File: config.mk
export PLATFORM = sky130hd
export DESIGN_NAME = decode_instruction_flat
export DESIGN_NICKNAME = d
export VERILOG_FILES = /design/src/rtl/decode_instruction_pkg.sv /design/src/rtl/decode_instruction_if.sv /design/src/rtl/decode_instruction_prefix.sv /design/src/rtl/decode_instruction.sv /design/src/flat_wrapper.sv
export SDC_FILE = /design/constraint.sdc
export NUM_CORES = 1
export LEC_CHECK = 0
export BUFFER_PORTS_ARGS = -buffer_cell sky130_fd_sc_hd__buf_4
export CAP_MARGIN = 20
export CORE_MARGIN = 4
export CORE_UTILIZATION = 53
export DETAILED_ROUTE_END_ITERATION = 10
export PLACE_DENSITY = 0.81
export SYNTH_ARGS = -nofsm -noshare
export SYNTH_HDL_FRONTEND = slang
export SYNTH_SLANG_ARGS = --single-unit
export TNS_END_PERCENT = 50
File: constraint.sdc
create_clock -name clk -period 2 [get_ports clk]
set_input_delay 0.2 -clock clk [delete_from_list [all_inputs] [get_ports clk]]
set_output_delay 0.2 -clock clk [all_outputs]
set_load 0.05 [all_outputs]
File: src/rtl/decode_instruction_pkg.sv
// Shared encodings for the instruction decode stage: op kinds, byte classes,
// prefix folding constants and the output-slot state type.
package decode_defs;

  localparam int DATA_BITS    = 16;
  localparam int PC_BITS      = 9;
  localparam int PREFIX_SHIFT = 6;
  localparam int PAYLOAD_BITS = 6;

  typedef enum logic [1:0] {
    OP_KIND_OP    = 2'd0,
    OP_KIND_PUSH  = 2'd1,
    OP_KIND_RSVD2 = 2'd2,
    OP_KIND_RSVD3 = 2'd3
  } opKind_t;

  // Class is decided by bits [7:6]; any byte with bit 7 clear is an OP.
  localparam logic [1:0] CLASS_PREFIX = 2'b10;
  localparam logic [1:0] CLASS_PUSH   = 2'b11;

  typedef enum logic [1:0] {
    BYTE_OP,
    BYTE_PREFIX,
    BYTE_PUSH
  } byteClass_t;

  typedef enum logic {
    SLOT_FREE,
    SLOT_FULL
  } slotState_t;

  function automatic byteClass_t classifyByte(input logic [7:0] b);
    if (!b[7])                   return BYTE_OP;
    else if (b[7:6] == CLASS_PUSH) return BYTE_PUSH;
    else                         return BYTE_PREFIX;
  endfunction

endpackage

File: src/rtl/decode_instruction_if.sv
// Fetch-to-decode byte handshake and decode-to-execute op handshake.
// master = fetch/execute side, slave = decode stage.
interface decode_instruction_if #(
  parameter int dataBits = 16,
  parameter int pcBits   = 9
);
  logic                inValid;
  logic                inReady;
  logic [7:0]          instruction;
  logic [pcBits-1:0]   instructionPc;
  logic                outValid;
  logic                outReady;
  logic [1:0]          opKind;
  logic [6:0]          opcode;
  logic [dataBits-1:0] immediate;
  logic [pcBits-1:0]   opStartPc;
  logic [pcBits-1:0]   opNextPc;

  modport master (
    output inValid, instruction, instructionPc, outReady,
    input  inReady, outValid, opKind, opcode, immediate, opStartPc, opNextPc
  );

  modport slave (
    input  inValid, instruction, instructionPc, outReady,
    output inReady, outValid, opKind, opcode, immediate, opStartPc, opNextPc
  );
endinterface

File: src/rtl/decode_instruction_prefix.sv
// prefix_accumulator: folds prefix payloads into the operand and remembers the
// PC of the first prefix. DECODE_PREFIX_OVERFLOW_EN adds a sticky overflow flag.
module prefix_accumulator
  import decode_defs::*;
#(
  parameter int dataBits = DATA_BITS,
  parameter int pcBits   = PC_BITS
) (
  input  logic                    clk,
  input  logic                    reset,
  input  logic                    clear,
  input  logic                    loadPrefix,
  input  logic [PAYLOAD_BITS-1:0] payload,
  input  logic [pcBits-1:0]       pc,
  output logic [dataBits-1:0]     acc,
  output logic [dataBits-1:0]     operand,
  output logic [pcBits-1:0]       startPc,
  output logic                    isEmpty
`ifdef DECODE_PREFIX_OVERFLOW_EN
  ,
  output logic                    overflow
`endif
);

  logic [1:0] prefixCount;

  assign operand = acc | dataBits'(payload);
  assign isEmpty = (prefixCount == 2'd0);

  always_ff @(posedge clk or negedge reset) begin
    if (!reset) begin
      acc         <= '0;
      prefixCount <= '0;
      startPc     <= '0;
    end else if (clear) begin
      acc         <= '0;
      prefixCount <= '0;
    end else if (loadPrefix) begin
      // Bits shifted past the top are dropped on purpose.
      acc <= operand << PREFIX_SHIFT;
      if (prefixCount != 2'd3) prefixCount <= prefixCount + 2'd1;
      if (isEmpty) startPc <= pc;
    end
  end

`ifdef DECODE_PREFIX_OVERFLOW_EN
  always_ff @(posedge clk or negedge reset) begin
    if (!reset)                                 overflow <= 1'b0;
    else if (loadPrefix && prefixCount == 2'd2) overflow <= 1'b1;
  end
`endif

endmodule

File: src/rtl/decode_instruction.sv
// Instruction decode stage: byte stream in, one decoded op per final byte out.
// Optional DECODE_PREFIX_OVERFLOW_EN exposes a sticky prefixOverflow flag.
//
// state     | meaning
// SLOT_FREE | no decoded op held, outValid=0
// SLOT_FULL | decoded op held for execute, outValid=1
module decode_instruction
  import decode_defs::*;
#(
  parameter int dataBits = DATA_BITS,
  parameter int pcBits   = PC_BITS
) (
  input  logic clk,
  input  logic reset,
  input  logic flush,
  decode_instruction_if.slave bus
`ifdef DECODE_PREFIX_OVERFLOW_EN
  ,
  output logic prefixOverflow
`endif
);

  slotState_t          slotState, slotNext;
  byteClass_t          byteClass;
  logic                accept, loadPrefix, loadOp, clearAcc;
  logic [dataBits-1:0] acc, operand;
  logic [pcBits-1:0]   startPc;
  logic                isEmpty;

  opKind_t             opKindQ;
  logic [6:0]          opcodeQ;
  logic [dataBits-1:0] immediateQ;
  logic [pcBits-1:0]   opStartPcQ, opNextPcQ;

  assign byteClass   = classifyByte(bus.instruction);
  assign bus.outValid = (slotState == SLOT_FULL);
  assign bus.inReady  = !bus.outValid || bus.outReady;
  assign accept       = bus.inValid && bus.inReady && !flush;
  assign loadPrefix   = accept && (byteClass == BYTE_PREFIX);
  assign loadOp       = accept && (byteClass != BYTE_PREFIX);
  assign clearAcc     = flush || loadOp;

  prefix_accumulator #(
    .dataBits (dataBits),
    .pcBits   (pcBits)
  ) u_prefix (
    .clk        (clk),
    .reset      (reset),
    .clear      (clearAcc),
    .loadPrefix (loadPrefix),
    .payload    (bus.instruction[PAYLOAD_BITS-1:0]),
    .pc         (bus.instructionPc),
    .acc        (acc),
    .operand    (operand),
    .startPc    (startPc),
    .isEmpty    (isEmpty)
`ifdef DECODE_PREFIX_OVERFLOW_EN
    ,
    .overflow   (prefixOverflow)
`endif
  );

  always_ff @(posedge clk or negedge reset) begin
    if (!reset) slotState <= SLOT_FREE;
    else        slotState <= slotNext;
  end

  // A load in the same cycle as a drain keeps the slot full with the new op.
  always_comb begin
    slotNext = slotState;
    if (flush)
      slotNext = SLOT_FREE;
    else if (loadOp)
      slotNext = SLOT_FULL;
    else if (slotState == SLOT_FULL && bus.outReady)
      slotNext = SLOT_FREE;
  end

  always_ff @(posedge clk or negedge reset) begin
    if (!reset) begin
      opKindQ    <= OP_KIND_OP;
      opcodeQ    <= '0;
      immediateQ <= '0;
      opStartPcQ <= '0;
      opNextPcQ  <= '0;
    end else if (loadOp) begin
      opStartPcQ <= isEmpty ? bus.instructionPc : startPc;
      opNextPcQ  <= bus.instructionPc + 1'b1;
      if (byteClass == BYTE_PUSH) begin
        opKindQ    <= OP_KIND_PUSH;
        opcodeQ    <= '0;
        immediateQ <= operand;
      end else begin
        opKindQ    <= OP_KIND_OP;
        opcodeQ    <= bus.instruction[6:0];
        immediateQ <= acc;
      end
    end
  end

  assign bus.opKind    = opKindQ;
  assign bus.opcode    = opcodeQ;
  assign bus.immediate = immediateQ;
  assign bus.opStartPc = opStartPcQ;
  assign bus.opNextPc  = opNextPcQ;

endmodule
File: src/flat_wrapper.sv
// flat-port wrapper written by rule: the top's interface ports become plain ports
module decode_instruction_flat import decode_defs::*;
#(
  parameter int dataBits = DATA_BITS,
  parameter int pcBits   = PC_BITS
)
  (clk, reset, flush, bus_inValid, bus_instruction, bus_instructionPc, bus_outReady, bus_inReady, bus_outValid, bus_opKind, bus_opcode, bus_immediate, bus_opStartPc, bus_opNextPc);
  decode_instruction_if #(.dataBits(dataBits), .pcBits(pcBits)) bus_i ();
  input  logic clk;
  input  logic reset;
  input  logic flush;
  input wire logic [$bits(bus_i.inValid)-1:0] bus_inValid;
  input wire logic [$bits(bus_i.instruction)-1:0] bus_instruction;
  input wire logic [$bits(bus_i.instructionPc)-1:0] bus_instructionPc;
  input wire logic [$bits(bus_i.outReady)-1:0] bus_outReady;
  output wire logic [$bits(bus_i.inReady)-1:0] bus_inReady;
  output wire logic [$bits(bus_i.outValid)-1:0] bus_outValid;
  output wire logic [$bits(bus_i.opKind)-1:0] bus_opKind;
  output wire logic [$bits(bus_i.opcode)-1:0] bus_opcode;
  output wire logic [$bits(bus_i.immediate)-1:0] bus_immediate;
  output wire logic [$bits(bus_i.opStartPc)-1:0] bus_opStartPc;
  output wire logic [$bits(bus_i.opNextPc)-1:0] bus_opNextPc;
  assign bus_i.inValid = bus_inValid;
  assign bus_i.instruction = bus_instruction;
  assign bus_i.instructionPc = bus_instructionPc;
  assign bus_i.outReady = bus_outReady;
  assign bus_inReady = bus_i.inReady;
  assign bus_outValid = bus_i.outValid;
  assign bus_opKind = bus_i.opKind;
  assign bus_opcode = bus_i.opcode;
  assign bus_immediate = bus_i.immediate;
  assign bus_opStartPc = bus_i.opStartPc;
  assign bus_opNextPc = bus_i.opNextPc;
  decode_instruction #(.dataBits(dataBits), .pcBits(pcBits)) u_core (.clk(clk), .reset(reset), .flush(flush), .bus(bus_i));
endmodule
==> flow_summary.toml, run 1 <==
[status]
status = "finished clean"

[clocking]
cts_sinks = 64
cts_root_buf = "clkbuf_8"
cts_buffers = 9
path_clk_slew_ns = 0.08
clock_path_buffers = 2
htree_levels = 3
cts_tree = "yes"
clock_latency_ns = 0.35

[sta]
timing.final.setup_violations = 0
fin_skew_ns = 0.0108
setup_tns_ns = 0
max_freq_ghz = 0.564
fin_ws_ns = 0.226
finalHoldViolations = 0
finalCriticalPeriod_ns = 1.77
tightest_slew_ns = 0.788
period_share_pct = 88.7
rsz0062_at_grt = "false"
maxSlewHeadroom_pct = 47.5
finalMaxSlewViolations = 0

[layout]
syn2layout_area_growth_pct = 28.8
finalNetCount = 310
final_cells = 360
diodes = 0
drive_above_1_share_pct = 42.1

[critical_path]
end_kind = "primary output"
arrival_ns = 1.57
path_delay_family = "buffers and inverters"
worst_path_max_delay_cell = "dfrtp_1"
crit_type = "register to primary output"
start_kind = "register"
crit_top_cell = "buf_4"
critPathMaxStageDelay_ns = 0.35
worst_r2r_endpoint = "u_core.bus.immediate[13]"
cp_num_buf_inv = 4
critPathMaxFanout = 14
r2r_start = "u_core.bus.outValid"
crit_chain = "nor2b_1 -> buf_4 -> clkinvlp_4 -> buf_4 -> buf_4"
reg2reg_depth = 6
worst-r2r-setup-slack_ns = 0.26
cp.required_ns = 1.80

[place]
placement.io_buffers = 65
dp_hpwl_um = 4220
finalWeightedCongestion = 0.811
dp_cells = 341
pre_cts_slack_ns = 0.171

[logic_synthesis]
syn-num-nets = 238
synth_edf_count = 0
synth_seq_cells = 64
syn_area_mm2 = 0.00280
synth_commonest_cells = "dfrtp_1, a22o_1, a31oi_1, mux2_2"
synth.avg_cell_area_um2 = 13.1
yosysWarnings = 0
async_flop_share_pct = 100
synth_top_area_share_pct = 57.2
synthCells = 213
synth.most_common_cell = "dfrtp_1"
yosysSeqAreaShare_pct = 57.2
ys.flop_type = "dfrtp_1"
synthDistinctLibCells = 36
yosys.area.top_type = "dfrtp_1"
synth_area_leaders = "dfrtp_1, mux2_2, a22o_1"

[global_routing]
grt_first_pass_wirelength_um = 10200
grt_pass1_vias = 2018
grt_overflow_total = 0
grt_antenna_before_repair = 0
grt_max_degree = 65
grt_usage_pct = 21.1

[worst_hold_path]
hold_path_class = "input pin to register"
min_path_cells = 2
min_to = "u_core.bus.opcode[1]"
hp-start = "bus_instruction[1]"

[drt]
via_per_inst = 5.69
wl_um = 6300
num_vias = 2049
drtIter0Drc = 150
firstDrtPassIters = 5
drc = 0
ant_nets = 0
wl_per_cell_um = 17.5

[floorplan]
initial_core_util_pct = 54.8
fp.dieH_um = 80.7
core_area_mm2 = 0.00511
dieArea_mm2 = 0.00651
dieWidth_um = 80.7
ioPinCount = 67
rows = 26

[power_and_ir_drop]
power_density_mw_per_mm2 = 1090
p_leak_nw = 1.73
ir_drop_mv = 0.647

[run]
max-cap-violations = 0
==> layout make-up <==
class                   instances  area, um^2
clock buffers                  10         138
clock inverters                 6        92.6
fillers                       382        1500
inverters                       4        18.8
multi-input cells             130        1090
flip-flops and latches         64        1600
well taps                      70        87.6
repair buffers                 76         573
==> worst register-to-register path, delay by kind of cell, from the launching register on <==
kind | cells | cell delay [ns]
simple gates | 2 | 0.40
buf+inv | 3 | 0.43
mux | 1 | 0.41
flops | 1 | 0.38
==> timing repair <==
item / CTS / global route
hold buffers: 1 / 0
hold endpoints to repair: 64 / 0
resized for setup: 1 / 0
setup buffers: 0 / 2
endpoints found under the setup margin: 1 / 1
==> routing by layer <==
layer  routed length [um]  track usage [%]
met3                  370             4.37
met2                 3110             33.0
met4                  116             10.1
met1                 2700             27.9
met5                    0                0
==> per-stage QoR <==
| step | cell area [um^2] | power (mW) | util [%] | hold slack [ns] |
|---|---|---|---|---|
| after global placement | 3350 | 2.69 | 65.5 | 0.332 |
| after floorplan | 2800 | 2.34 | - | -0.0956 |
| after CTS | 3590 | 3.98 | 70.3 | 0.0716 |
| final | 3610 | 3.94 | 70.6 | 0.0883 |
| after global routing | 3610 | 4.11 | 70.6 | 0.0881 |
| after detailed placement | 3350 | 2.71 | 65.5 | 0.337 |
==> worst max-delay path by stage <==
stage | start | endpoint | slack [ns] | cells past startpoint
floorplan | u_core.bus.outValid | u_core.bus.opStartPc[0] | 0.20 | 7
global placement | u_core.bus.outValid | u_core.bus.immediate[12] | 0.23 | 5
detailed placement | u_core.bus.outValid | u_core.bus.immediate[13] | 0.17 | 5
CTS | u_core.bus.outValid | bus_inReady | 0.08 | 5
global route | u_core.bus.outValid | bus_inReady | 0.14 | 5
finish | u_core.bus.outValid | bus_inReady | 0.23 | 5
==> sequential cells by signal, summed over array words and instances, names as in the netlist <==
register and cells:
u_core.bus.opcode 7, u_core.u_prefix.prefixCount 2, u_core.bus.opNextPc 9, u_core.bus.outValid 1
u_core.bus.immediate 16, u_core.u_prefix.acc 10, u_core.bus.opStartPc 9, u_core.u_prefix.startPc 9
u_core.bus.opKind 1
==> where the power goes <==
| part | internal, mW | switching, mW | leakage (nW) | total, mW |
|---|---|---|---|---|
| registers | 1.48 | 0.106 | 0.813 | 1.59 |
| clock network | 0.739 | 0.511 | 0.109 | 1.25 |
| logic | 0.381 | 0.725 | 0.808 | 1.11 |
| total | 2.60 | 1.34 | 1.73 | 3.94 |
==> cells in the final DEF (no fill, tap or decap), types with 2 or more instances in the layout <==
cell type,synthesis,layout
mux2_4,5,5
nand2_1,3,3
dfrtp_1,64,64
a22o_1,23,23
nor2b_1,3,3
buf_4,4,75
inv_1,4,3
bufinv_16,0,2
o31ai_1,2,2
nand3_1,4,4
nor2_1,2,2
clkinvlp_4,0,3
mux2i_1,9,9
o32ai_1,2,2
a21oi_1,9,9
nand2b_1,2,2
ha_1,3,3
mux2_2,18,18
or3_1,4,4
clkbuf_8,0,10
nor3_2,2,2
xnor2_1,2,2
a31oi_1,18,18
and2_1,2,2
clkinv_4,0,2
o21ai_0,6,6
==> cells by family after synthesis <==
family                     count (synthesis)  synth area share, %
AOI/OAI and AO/OA                         63                 16.0
and+or+nand+nor                           28                 7.56
buffers and inverters                     19                 3.67
other                                      1                0.134
muxes                                     32                 13.1
adders and majority gates                  3                 1.34
xor gates and xnor gates                   3                0.939
DFF                                       64                 57.2
No activity file was read; power rests on OpenSTA's default activity.
==> run 2: changes to the inputs <==
--- a/config.mk
+++ b/config.mk
@@ -7,10 +7,11 @@
 export LEC_CHECK = 0
 export BUFFER_PORTS_ARGS = -buffer_cell sky130_fd_sc_hd__buf_4
 export CAP_MARGIN = 20
+export CORE_ASPECT_RATIO = 0.8
 export CORE_MARGIN = 4
 export CORE_UTILIZATION = 53
 export DETAILED_ROUTE_END_ITERATION = 10
-export PLACE_DENSITY = 0.81
+export PLACE_DENSITY = 0.78
 export SYNTH_ARGS = -nofsm -noshare
 export SYNTH_HDL_FRONTEND = slang
 export SYNTH_SLANG_ARGS = --single-unit
==> flow_summary.toml, run 2 (synthesized netlist as in run 1, its figures left out) <==
[floorplan]
initial_core_util_pct = 55.3
ioPinCount = 67
rows = 23
dieArea_mm2 = 0.00652
dieWidth_um = 89.3
fp.dieH_um = 73
core_area_mm2 = 0.00506

[drt]
drc = 0
ant_nets = 0
firstDrtPassIters = 4
wl_um = 6190
num_vias = 2043
drtIter0Drc = 129
wl_per_cell_um = 17.6
via_per_inst = 5.82

[global_routing]
grt_antenna_before_repair = 0
grt_usage_pct = 20.7
grt_max_degree = 65
grt_overflow_total = 0
grt_pass1_vias = 1995
grt_first_pass_wirelength_um = 10200

[layout]
largest_reg_flops = 16
diodes = 0
drive_above_1_share_pct = 40.5
final_cell_mix = "buf_4, dfrtp_1, a22o_1, mux2_2, a31oi_1"
finalNetCount = 309
final_common_cell = "buf_4"
syn2layout_area_growth_pct = 25.8
nFillCells = 387
fin_area_mm2 = 0.00352

[critical_path]
start_kind = "register"
cp.required_ns = 1.80
worst_path_max_delay_cell = "dfrtp_1"
end_kind = "primary output"
crit_type = "register to primary output"
critPathMaxStageDelay_ns = 0.38
critPathMaxFanout = 9
arrival_ns = 1.51
crit_top_cell = "buf_4"
crit_chain = "nor2b_1 -> inv_1 -> buf_4 -> buf_4"

[sta]
timing.hold.ws_ns = 0.107
timing.final.setup_violations = 0
fin_ws_ns = 0.285
finalHoldViolations = 0
period_share_pct = 85.7
max_freq_ghz = 0.583
finalMaxSlewViolations = 0
setup_tns_ns = 0
tightest_slew_ns = 0.796
finalCriticalPeriod_ns = 1.71
rsz0062_at_grt = "false"
fin_skew_ns = 0.00513
maxSlewHeadroom_pct = 47.0

[clocking]
clock_latency_ns = 0.33
cts_tree = "yes"
path_clk_slew_ns = 0.06
htree_levels = 3
cts_root_buf = "clkbuf_8"
cts_resized = 0
clock_path_buffers = 2
cts_sinks = 64
cts_buffers = 9

[place]
finalWeightedCongestion = 0.779
placed_area_mm2 = 0.00334
dp_hpwl_um = 4430
placement.io_buffers = 65
pre_cts_slack_ns = 0.395

[power_and_ir_drop]
p_leak_nw = 1.70
power_density_mw_per_mm2 = 1030
ir_drop_mv = 0.644
power_mw = 3.62

[status]
status = "finished clean"

[run]
max-cap-violations = 0

[worst_hold_path]
hold_path_class = "input pin to register"
-- run 2: critical path: cells and delay by family, from the launching register on --
| family | cells | cell delay, ns |
|---|---|---|
| DFF | 1 | 0.38 |
| buffers and inverters | 3 | 0.66 |
| and+or+nand+nor | 1 | 0.15 |
-- run 2: worst paths after layout --
kind / startpoint / end / slack, ns / depth (start not counted)
max in group asynchronous: reset / u_core.bus.opStartPc[5] / 0.98 / 2
worst max-delay path: u_core.bus.outValid / bus_inReady / 0.29 / 4
worst max register to register: u_core.bus.outValid / u_core.bus.immediate[14] / 0.40 / 4
worst min register to register: u_core.u_prefix.startPc[6] / u_core.u_prefix.startPc[6] / 0.50 / 1
min in group asynchronous: reset / u_core.bus.opNextPc[3] / 0.49 / 2
worst min-delay path: bus_instruction[2] / u_core.bus.immediate[2] / 0.11 / 2
-- run 2: layer usage --
layer	GRT usage, %	wire, um
met5	0	0
met1	29.5	2810
met2	31.7	3060
met4	5.95	57
met3	5.08	269
-- run 2: what timing repair did --
action / in CTS / in global routing
hold buffers: 1 / 0
endpoints found under the hold margin: 64 / 0
setup buffers: 0 / 0
-- run 2: through the flow --
stage / util (%) / cells
2_1_floorplan: - / 213
5_1_grt: 69.5 / 351
3_5_place_dp: 66.0 / 334
6_report: 69.5 / 351
3_3_place_gp: 66.0 / 334
4_1_cts: 69.5 / 351
-- run 2: where the power goes --
part	total, mW	switching (mW)	internal [mW]
Clock	0.935	0.455	0.481
Combinational	1.10	0.723	0.379
Sequential	1.58	0.102	1.48
Total	3.62	1.28	2.34
-- run 2: area by class of cell --
type                            instances  area [um^2]  share of cell area [%]
Timing Repair Buffer                   75          566                    16.1
Inverter                                4         15.0                   0.426
Tap cell                               62         77.6                    2.20
Clock inverter                          3         17.5                   0.498
Clock buffer                           13          149                    4.23
Multi-Input combinational cell        130         1090                    31.1
Sequential cell                        64         1600                    45.5
==> run 3: changes to the inputs <==
--- a/config.mk
+++ b/config.mk
@@ -5,11 +5,13 @@
 export SDC_FILE = /design/constraint.sdc
 export NUM_CORES = 1
 export LEC_CHECK = 0
+export ABC_AREA = 1
 export BUFFER_PORTS_ARGS = -buffer_cell sky130_fd_sc_hd__buf_4
 export CAP_MARGIN = 20
 export CORE_ASPECT_RATIO = 0.8
 export CORE_MARGIN = 4
 export CORE_UTILIZATION = 53
+export CTS_CLUSTER_SIZE = 25
 export DETAILED_ROUTE_END_ITERATION = 10
 export PLACE_DENSITY = 0.78
 export SYNTH_ARGS = -nofsm -noshare
==> flow_summary.toml, run 3 <==
[status]
status = "finished clean"

[logic_synthesis]
syn_area_mm2 = 0.00281
synth.most_common_cell = "nand2_1"
synthDistinctLibCells = 29
synthMuxAreaShare_pct = 0
yosys.area.top_type = "dfrtp_1"
synth_edf_count = 0
yosysSeqAreaShare_pct = 57.0
synth_fa_ha_area_share_pct = 1.34
synth_area_leaders = "dfrtp_1, nand2_1, o21ai_0"
synth.avg_cell_area_um2 = 9.09
synth_seq_cells = 64
async_flop_share_pct = 100
synthCells = 309
yosysWarnings = 0
synth_commonest_cells = "nand2_1, dfrtp_1, inv_1, o21ai_0, nand3_1"
synth_top_area_share_pct = 57.0
ys.flop_type = "dfrtp_1"
synth_top_family_by_area = "simple AND/OR/NAND/NOR gates"
synth_compound_area_share_pct = 12.1
synth-xor-area-share_pct = 0.935
syn-num-nets = 334
synth-simple-area-share_pct = 21.5

[floorplan]
dieArea_mm2 = 0.00654
dieWidth_um = 89.4
rows = 23
fp.dieH_um = 73.1
core_area_mm2 = 0.00506
ioPinCount = 67
initial_core_util_pct = 55.5

[clocking]
path_clk_slew_ns = 0.06
cts_buffers = 9
clock_path_buffers = 2
clock_latency_ns = 0.33
cts_root_buf = "clkbuf_8"
cts_sinks = 64
postCtsSetupRepairBufs = 0
htree_levels = 3
cts_tree = "yes"

[global_routing]
grt_max_degree = 65
grt_overflow_total = 0
grt_usage_pct = 20.7
grt_first_pass_wirelength_um = 10200
top_usage_layer = "met1"
gr-usage-met3_pct = 6.43
gr-usage-met1_pct = 31.7
grt_antenna_before_repair = 0
grt_pass1_vias = 2135
grt_use_met2_pct = 28.0

[sta]
maxSlewHeadroom_pct = 47.0
max_freq_ghz = 0.619
rsz0062_at_grt = "false"
finalMaxSlewViolations = 0
finalCriticalPeriod_ns = 1.61
period_share_pct = 80.7
setup_tns_ns = 0
fin_skew_ns = 0.00548
finalHoldViolations = 0
tightest_slew_ns = 0.796
timing.final.setup_violations = 0

[power_and_ir_drop]
netSwitchingFraction_pct = 36.6
p_comb_share_pct = 30.5
p_seq_share_pct = 43.5
power_mw = 3.61
p_leak_nw = 1.88
ir_drop_mv = 0.686
power_density_mw_per_mm2 = 1030
power.internal_mw = 2.29
power.switching_mw = 1.32
p_clk_share_pct = 26.0

[critical_path]
arrival_ns = 1.82
critPathMaxFanout = 18
start_kind = "register"
end_kind = "register"
cp.required_ns = 2.21
crit_type = "register to register"

[worst_hold_path]
hold_path_class = "input pin to register"

[drt]
ant_nets = 0
via_per_inst = 5.05
num_vias = 2228
firstDrtPassIters = 4
wl_um = 6240
drc = 0
drtIter0Drc = 162
wl_per_cell_um = 14.2

[run]
max-cap-violations = 0

[layout]
final_cell_mix = "nand2_1, buf_4, dfrtp_1, inv_1, o21ai_0"
drive_above_1_share_pct = 26.4
post-route-util_pct = 69.2
largest_reg_flops = 16
final_common_cell = "nand2_1"
diodes = 0
finalNetCount = 402
syn2layout_area_growth_pct = 24.8

[place]
finalWeightedCongestion = 0.884
placement.io_buffers = 65
dp_hpwl_um = 4480
-- run 3: cell families (layout without fill, tap and decap cells) --
kind of cell	count (synthesis)	count (layout)
and+or+nand+nor	138	138
DFF	64	64
AOI/OAI and AO/OA	54	54
buffers and inverters	46	116
adders and majority gates	3	3
xor gates and xnor gates	3	3
other	1	1
-- run 3: cell type report --
cell class,instances,area [um^2]
Sequential cell,64,1600
Clock buffer,12,155
Multi-Input combinational cell,199,1010
Fill cell,417,1560
Clock inverter,1,5.00
Inverter,36,135
Timing Repair Buffer,67,518
Tap cell,62,77.6
-- run 3: final timing paths --
check,from,end,slack (ns),depth (start not counted)
max,u_core.u_prefix.prefixCount[0],u_core.u_prefix.startPc[1],0.39,5
min,flush,u_core.bus.outValid,0.09,2
max reg2reg,u_core.u_prefix.prefixCount[0],u_core.u_prefix.startPc[1],0.39,5
min reg2reg,u_core.u_prefix.acc[12],u_core.bus.immediate[12],0.48,2
max in group asynchronous,reset,u_core.u_prefix.startPc[6],0.98,2
min in group asynchronous,reset,u_core.bus.opNextPc[2],0.50,2
-- run 3: metrics by stage --
stage               cell area [um^2]  hold WS [ns]  cells  setup slack [ns]
global placement                3330         0.335    427             0.430
global route                    3500        0.0884    441             0.244
floorplan                       2810       -0.0956    309             0.147
finish                          3500        0.0856    441             0.386
CTS                             3500        0.0706    441             0.389
detailed placement              3330         0.340    427             0.434
-- run 3: worst max-delay path: stages, from the launching register on --
cell	delay, ns
dfrtp_1	0.41
inv_1	0.10
ha_1	0.50
o21ai_0	0.29
nand2_1	0.12
o21ai_0	0.08
-- run 3: metal layers --
layer,vias up,part of all wire [%]
met2,67,44
met4,0,0.62
met1,1040,49
li1,1117,-
met5,-,0
met3,4,6.9
-- run 3: power by group through the flow --
stage	clock, mW	combinational, mW	sequential (mW)
floorplan	0	0.302	2.02
global placement	0	1.09	1.59
detailed placement	0	1.11	1.59
CTS	0.966	1.11	1.57
global route	1.02	1.18	1.59
finish	0.941	1.10	1.57
-- run 3: timing repair --
action                                 CTS  global route
resized for setup                        0             0
hold buffers                             1             0
endpoints found under the hold margin   64             0
